[src/rtl/tof_capture_if.sv]
// Local bus between a host and tof_capture: 4-bit word address, 16-bit data,
// one-cycle ack and a bus-release flag.
interface tof_capture_if;
  // Handshake: the master holds wb_valid_i high for exactly one cycle per access.
  // There is no back-pressure. The slave returns wbs_ack_o exactly one cycle later
  // for one cycle. wbs_dat_o carries read data in that cycle and is 0 at all other
  // times. hi_z is low only in that cycle.
  logic        wb_valid_i;
  logic [3:0]  wbs_adr_i;
  logic [15:0] wbs_dat_i;
  logic        wbs_strb_i;
  logic        wbs_ack_o;
  logic [15:0] wbs_dat_o;
  logic        hi_z;

  modport master (
    output wb_valid_i, wbs_adr_i, wbs_dat_i, wbs_strb_i,
    input  wbs_ack_o, wbs_dat_o, hi_z
  );

  modport slave (
    input  wb_valid_i, wbs_adr_i, wbs_dat_i, wbs_strb_i,
    output wbs_ack_o, wbs_dat_o, hi_z
  );
endinterface

[src/rtl/tof_capture.sv]
// Time-of-flight capture: timestamps the first rising edge per comparator channel after start.
// Define TOF_DEBOUNCE_EN to qualify hits by a 0-1-1 pattern on consecutive ce_pcm samples.
module tof_capture #(
  parameter int N_CH  = 15,
  parameter int CNT_W = 16
) (
  input  logic            wb_clk_i,
  input  logic            wb_rst_i,
  tof_capture_if.slave    bus,
  input  logic            ce_pcm,
  input  logic            start_i,
  input  logic [N_CH-1:0] cmp,
  output logic            irq,
  output logic [1:0]      dbg_state_o
);
  typedef enum logic [1:0] {IDLE = 2'd0, RUN = 2'd1, DONE = 2'd2} state_e;
  localparam logic [CNT_W-1:0] CNT_MAX = '1;

  state_e           state_q, state_d;
  logic [CNT_W-1:0] cnt_q, cnt_d;
  logic [CNT_W-1:0] timeout_q, timeout_d;
  logic [N_CH-1:0]  hit_q, hit_d;
  logic [N_CH-1:0]  fire;
  logic [CNT_W-1:0] cap_q [N_CH];
  logic [CNT_W-1:0] cap_d [N_CH];
  logic             done_q, done_d, tmo_q, tmo_d;
  logic             irq_en_q, irq_en_d, irq_q, irq_d;
  logic [3:0]       sel_q, sel_d;
  logic             ack_q, ack_d, hi_z_q, hi_z_d;
  logic [15:0]      dat_q, dat_d;
  logic             wr, rd, start;
`ifdef TOF_DEBOUNCE_EN
  // Per-channel sample history: 0 = nothing useful, 1 = low seen, 2 = low then high.
  logic [1:0]       stg_q  [N_CH];
  logic [1:0]       stg_d  [N_CH];
  logic [CNT_W-1:0] pend_q [N_CH];
  logic [CNT_W-1:0] pend_d [N_CH];
`else
  logic [N_CH-1:0]  cmp_q;
`endif

  always_comb begin
    state_d   = state_q;
    cnt_d     = cnt_q;
    timeout_d = timeout_q;
    hit_d     = hit_q;
    cap_d     = cap_q;
    done_d    = done_q;
    tmo_d     = tmo_q;
    irq_en_d  = irq_en_q;
    sel_d     = sel_q;
    irq_d     = done_q & irq_en_q;
    wr        = bus.wb_valid_i & bus.wbs_strb_i;
    rd        = bus.wb_valid_i & ~bus.wbs_strb_i;
    start     = start_i | (wr & (bus.wbs_adr_i == 4'd0) & bus.wbs_dat_i[0]);
    ack_d     = bus.wb_valid_i;
    hi_z_d    = ~bus.wb_valid_i;
    dat_d     = '0;

    if (rd) begin
      case (bus.wbs_adr_i)
        4'd0: dat_d = {14'b0, irq_en_q, 1'b0};
        4'd1: dat_d = {13'b0, tmo_q, done_q, state_q == RUN};
        4'd2: dat_d = 16'(timeout_q);
        4'd3: dat_d = 16'(hit_q);
        4'd4: dat_d = {12'b0, sel_q};
        4'd5: if (int'(sel_q) < N_CH) dat_d = 16'(cap_q[sel_q]);
        default: dat_d = '0;
      endcase
    end

    if (wr) begin
      case (bus.wbs_adr_i)
        4'd0: irq_en_d  = bus.wbs_dat_i[1];
        4'd2: timeout_d = CNT_W'(bus.wbs_dat_i);
        4'd4: sel_d     = bus.wbs_dat_i[3:0];
        default: ;
      endcase
    end

`ifdef TOF_DEBOUNCE_EN
    stg_d  = stg_q;
    pend_d = pend_q;
    fire   = '0;
    for (int i = 0; i < N_CH; i++) fire[i] = ce_pcm & (stg_q[i] == 2'd2) & cmp[i];
`else
    fire = cmp & ~cmp_q;
`endif

    if (start) begin
      state_d = RUN;
      cnt_d   = '0;
      hit_d   = '0;
      done_d  = 1'b0;
      tmo_d   = 1'b0;
      for (int i = 0; i < N_CH; i++) cap_d[i] = '0;
`ifdef TOF_DEBOUNCE_EN
      for (int i = 0; i < N_CH; i++) begin
        stg_d[i]  = 2'd0;
        pend_d[i] = '0;
      end
`endif
    end else begin
      if (state_q == RUN) begin
        for (int i = 0; i < N_CH; i++) begin
          if (fire[i] && !hit_q[i]) begin
            hit_d[i] = 1'b1;
`ifdef TOF_DEBOUNCE_EN
            cap_d[i] = pend_q[i];
`else
            cap_d[i] = cnt_q;
`endif
          end
`ifdef TOF_DEBOUNCE_EN
          if (ce_pcm) begin
            if (stg_q[i] == 2'd2) stg_d[i] = cmp[i] ? 2'd0 : 2'd1;
            else if (!cmp[i]) stg_d[i] = 2'd1;
            else if (stg_q[i] == 2'd1) begin
              stg_d[i]  = 2'd2;
              pend_d[i] = cnt_q;
            end
          end
`endif
        end
        // Completing the mask wins over a timeout landing in the same cycle.
        if (&hit_d) begin
          state_d = DONE;
          done_d  = 1'b1;
          tmo_d   = 1'b0;
        end else if (ce_pcm && cnt_q == timeout_q) begin
          state_d = DONE;
          done_d  = 1'b1;
          tmo_d   = 1'b1;
        end
        if (ce_pcm && cnt_q != CNT_MAX) cnt_d = cnt_q + 1'b1;
      end
      if (wr && bus.wbs_adr_i == 4'd1 && state_q == DONE) begin
        state_d = IDLE;
        done_d  = 1'b0;
        tmo_d   = 1'b0;
      end
    end
  end

  always_ff @(posedge wb_clk_i) begin
    if (wb_rst_i) begin
      state_q   <= IDLE;
      cnt_q     <= '0;
      timeout_q <= '1;
      hit_q     <= '0;
      done_q    <= 1'b0;
      tmo_q     <= 1'b0;
      irq_en_q  <= 1'b0;
      irq_q     <= 1'b0;
      sel_q     <= '0;
      ack_q     <= 1'b0;
      hi_z_q    <= 1'b1;
      dat_q     <= '0;
      for (int i = 0; i < N_CH; i++) cap_q[i] <= '0;
`ifdef TOF_DEBOUNCE_EN
      for (int i = 0; i < N_CH; i++) begin
        stg_q[i]  <= 2'd0;
        pend_q[i] <= '0;
      end
`else
      cmp_q     <= '0;
`endif
    end else begin
      state_q   <= state_d;
      cnt_q     <= cnt_d;
      timeout_q <= timeout_d;
      hit_q     <= hit_d;
      done_q    <= done_d;
      tmo_q     <= tmo_d;
      irq_en_q  <= irq_en_d;
      irq_q     <= irq_d;
      sel_q     <= sel_d;
      ack_q     <= ack_d;
      hi_z_q    <= hi_z_d;
      dat_q     <= dat_d;
      cap_q     <= cap_d;
`ifdef TOF_DEBOUNCE_EN
      stg_q     <= stg_d;
      pend_q    <= pend_d;
`else
      cmp_q     <= cmp;
`endif
    end
  end

  assign bus.wbs_ack_o = ack_q;
  assign bus.wbs_dat_o = dat_q;
  assign bus.hi_z      = hi_z_q;
  assign irq           = irq_q;
  assign dbg_state_o   = state_q;
endmodule

[src/flat_wrapper.sv]
// flat-port wrapper written by rule: the top's interface ports become plain ports
module tof_capture_flat 
#(
  parameter int N_CH  = 15,
  parameter int CNT_W = 16
)
  (wb_clk_i, wb_rst_i, ce_pcm, start_i, cmp, irq, dbg_state_o, bus_wb_valid_i, bus_wbs_adr_i, bus_wbs_dat_i, bus_wbs_strb_i, bus_wbs_ack_o, bus_wbs_dat_o, bus_hi_z);
  tof_capture_if bus_i ();
  input  logic wb_clk_i;
  input  logic wb_rst_i;
  input  logic ce_pcm;
  input  logic start_i;
  input  logic [N_CH-1:0] cmp;
  output logic irq;
  output logic [1:0] dbg_state_o;
  input wire logic [$bits(bus_i.wb_valid_i)-1:0] bus_wb_valid_i;
  input wire logic [$bits(bus_i.wbs_adr_i)-1:0] bus_wbs_adr_i;
  input wire logic [$bits(bus_i.wbs_dat_i)-1:0] bus_wbs_dat_i;
  input wire logic [$bits(bus_i.wbs_strb_i)-1:0] bus_wbs_strb_i;
  output wire logic [$bits(bus_i.wbs_ack_o)-1:0] bus_wbs_ack_o;
  output wire logic [$bits(bus_i.wbs_dat_o)-1:0] bus_wbs_dat_o;
  output wire logic [$bits(bus_i.hi_z)-1:0] bus_hi_z;
  assign bus_i.wb_valid_i = bus_wb_valid_i;
  assign bus_i.wbs_adr_i = bus_wbs_adr_i;
  assign bus_i.wbs_dat_i = bus_wbs_dat_i;
  assign bus_i.wbs_strb_i = bus_wbs_strb_i;
  assign bus_wbs_ack_o = bus_i.wbs_ack_o;
  assign bus_wbs_dat_o = bus_i.wbs_dat_o;
  assign bus_hi_z = bus_i.hi_z;
  tof_capture #(.N_CH(N_CH), .CNT_W(CNT_W)) u_core (.wb_clk_i(wb_clk_i), .wb_rst_i(wb_rst_i), .bus(bus_i), .ce_pcm(ce_pcm), .start_i(start_i), .cmp(cmp), .irq(irq), .dbg_state_o(dbg_state_o));
endmodule
[config.mk]
export PLATFORM = sky130hd
export DESIGN_NAME = tof_capture_flat
export DESIGN_NICKNAME = d
export VERILOG_FILES = /design/src/rtl/tof_capture_if.sv /design/src/rtl/tof_capture.sv /design/src/flat_wrapper.sv
export SDC_FILE = /design/constraint.sdc
export NUM_CORES = 1
export LEC_CHECK = 0
export CORE_AREA = 2 2 226 228
export CTS_BUF_LIST = sky130_fd_sc_hd__clkbuf_4
export CTS_CLUSTER_SIZE = 20
export DETAILED_ROUTE_END_ITERATION = 8
export DIE_AREA = 0 0 228 230
export PLACE_DENSITY = 0.51
export SLEW_MARGIN = 20
export SYNTH_ARGS = -nofsm -noshare
export SYNTH_HDL_FRONTEND = slang
export SYNTH_SLANG_ARGS = --single-unit
[constraint.sdc]
create_clock -name wb_clk_i -period 2.3 [get_ports wb_clk_i]
set_input_delay 0.46 -clock wb_clk_i [delete_from_list [all_inputs] [get_ports wb_clk_i]]
set_output_delay 0.46 -clock wb_clk_i [all_outputs]
set_load 0.005 [all_outputs]
==> flow_metrics.tcl <==
set metrics [dict create \
    status "finished clean" \
    place_congestion 0.847 \
    arrival_ns 2.82 \
    drtAntennaViolNets 0 \
    gr-total-overflow 0 \
    total_power_mw 11.9 \
    fillers 5052 \
    area_delta_synth_final_pct 19.3 \
    ys_warn_count 0 \
    grt_pass1_vias 10632 \
    nets 1578 \
    cts_hold_buf 0 \
    min_period_over_period_pct 95.4 \
    synth_top_family_by_area "multiplexers" \
    critPathKind "flip-flop to flip-flop" \
    synthXorXnorAreaFrac_pct 1.71 \
    drc 0 \
    wire_per_inst_microns 18.6 \
    wl_microns 42100 \
    die-area_sq_um 52400 \
    dpl.cell_count 2115 \
    core_sq_um 49900 \
    hold_path_class "primary input to flip-flop" \
    ys.flop_type "dfxtp_1" \
    cts_made_buffers 91 \
    fin_cells 2266 \
    synthSimpleGateAreaFrac_pct 15.4 \
    hpwl_microns 27400 \
    required_ns 2.92 \
    p_per_area_nw_per_um2 668 \
    ioPinCount 62 \
    crit_path_max_fanout 17 \
    synth_seq_area_share_pct 44.3 \
    maxSlewHeadroom_pct 49.7 \
    setup_viol 0 \
    synthMuxAreaShare_pct 27.1 \
    insertion_delay_ns 0.78 \
    drv_cap 0 \
    skew_ns 0.0231 \
    antenna_found_initial 1 \
    initial_core_util_pct 29.8 \
    min_period_ns 2.19 \
    synth.net_count 1445 \
    max_freq_ghz 0.456 \
    synth_seq_cells 329 \
    clk_pin_slew_worst_paths_ns 0.06 \
    cts-htree-levels 3 \
    fp.dieW_microns 228 \
    grt_max_degree 40 \
    synth_cell_types 65 \
    grt_usage_pct 16.1 \
    syn_area_sq_um 14900 \
    drive_above_1_share_pct 23.2 \
    port_buffers 61 \
    grt_pass1_wl_microns 64900 \
    viasPerCell 4.74 \
    syn_area_per_cell_sq_um 10.6 \
    ir_drop_mv 0.262 \
    worstMarginPinSlew_ns 0.754 \
    synth-compound-area-share_pct 5.48 \
    start_kind "flip-flop" \
    core.rowCount 82 \
    synth_cells 1403 \
    vias 10734 \
    clockRootBuffer "clkbuf_4" \
    clkSinkCount 329 \
    hold_viol_final 0 \
    p_leak_nw 6.00 \
    drt-initial-drc-count 613 \
    fp.dieH_microns 230 \
    drv_slew 0 \
    drt-pass1-iter-count 7 \
    synthAdderAreaFrac_pct 0.0841 \
    tritoncts "yes" \
    cts_buffer_depth 3 \
    cts_setup_buffers 0 \
    crit_path_end_kind "flip-flop" \
    synth-edff-count 0 \
    cts_resized 2 \
    postSynth.asyncResetShare_pct 0 \
    rsz0062_at_grt "false" \
]
==> stage by stage <==
step / setup TNS [ns] / setup slack [ns] / cell area (sq um) / hold slack [ns] / util, %
finish: 0 / 0.106 / 17700 / 0.275 / 35.6
global route: 0 / 0.0349 / 17700 / 0.234 / 35.6
CTS: 0 / 0.0422 / 17700 / 0.177 / 35.6
detailed placement: -3.53 / -0.226 / 16600 / 0.451 / 33.4
global placement: -1.43 / -0.220 / 16600 / 0.449 / 33.4
floorplan: 0 / 0.491 / 14900 / 0.429 / -
==> worst paths after layout <==
check,from,to,slack (ns),cells past startpoint
min reg2reg,u_core.irq_en_q,u_core.irq,0.45,2
max,u_core.sel_q[0],u_core.bus.wbs_dat_o[11],0.11,6
min,cmp[11],u_core.cmp_q[11],0.27,2
max reg2reg,u_core.sel_q[0],u_core.bus.wbs_dat_o[11],0.11,6
==> kinds of logic after synthesis <==
kind of cell / Yosys count
compound gates: 110
xor+xnor: 29
fa+ha+maj: 1
buf+inv: 140
flops: 329
mux: 341
simple gates: 453
==> power breakdown <==
group	internal [mW]	switching, mW
logic	0.383	0.492
registers	5.73	0.0342
clock network	2.80	2.42
==> cell usage after synthesis, types with 18 or more instances <==
library cell  instances  area share [%]
a211o_1              22             1.3
xor2_1               26             1.5
buf_4                33             1.7
nor2_2               42             1.8
mux2i_1             279              19
nor2_1              284             7.2
clkbuf_1             31            0.78
nand2b_1             18            0.76
dfxtp_1             329              44
buf_2                30             1.0
mux4_2               48             7.3
inv_1                19            0.48
nor2b_1              31             1.3
==> critical path, stage by stage, from the launching register on <==
cell	delay (ns)
dfxtp_4	0.61
buf_12	0.24
mux4_2	0.54
mux2i_1	0.16
buf_4	0.14
o22a_1	0.19
o21ai_0	0.15
==> cells in the final DEF (no fill, tap or decap), types with 5 or more instances in the layout <==
| cell | netlist | final |
|---|---|---|
| a31oi_1 | 14 | 14 |
| clkdlybuf4s50_1 | 0 | 60 |
| a22oi_1 | 15 | 15 |
| o22a_1 | 6 | 6 |
| nor3_4 | 15 | 15 |
| nand4_1 | 7 | 7 |
| o21ai_0 | 9 | 9 |
| nor2b_1 | 31 | 31 |
| nor2_1 | 284 | 284 |
| nand2_1 | 15 | 15 |
| mux4_2 | 48 | 48 |
| clkinv_1 | 1 | 15 |
| xor2_1 | 26 | 26 |
| nand2b_1 | 18 | 17 |
| a211o_1 | 22 | 22 |
| and3_1 | 7 | 7 |
| mux2_2 | 14 | 14 |
| o211ai_1 | 5 | 5 |
| inv_1 | 19 | 19 |
| mux2i_1 | 279 | 279 |
| a21oi_1 | 11 | 11 |
| buf_12 | 1 | 28 |
| nor2_2 | 42 | 42 |
| buf_4 | 33 | 71 |
| dfxtp_1 | 329 | 326 |
| clkbuf_4 | 2 | 131 |
| o2bb2ai_1 | 6 | 6 |
==> routing by layer <==
layer	share of wire (%)	routed length [microns]	global-route usage [%]	vias up
met5	0	0	0	-
met4	2.1	899	5.92	0
met3	5.1	2130	3.47	57
met2	45	18900	25.4	287
met1	48	20200	21.6	5195
li1	-	-	-	5195
==> flip-flops by register name, indices dropped and copies added, names as in the netlist, 4 cells and up <==
signal                flops
u_core.timeout_q         16
u_core.cap_q            240
u_core.cmp_q             15
u_core.cnt_q             16
u_core.sel_q              4
u_core.hit_q             15
u_core.bus.wbs_dat_o     16
==> final cells by class <==
| cell class | count | area [sq um] | area share, % |
|---|---|---|---|
| clock inverters | 19 | 130 | 0.733 |
| clock buffers | 131 | 983 | 5.54 |
| flip-flops and latches | 329 | 6600 | 37.2 |
| well taps | 672 | 841 | 4.74 |
| repair buffers | 160 | 1700 | 9.59 |
| inverters | 20 | 75.1 | 0.423 |
| diodes | 1 | 2.50 | 0.0141 |
| multi-input cells | 934 | 7420 | 41.8 |
No activity file was read; power rests on OpenSTA's default activity.
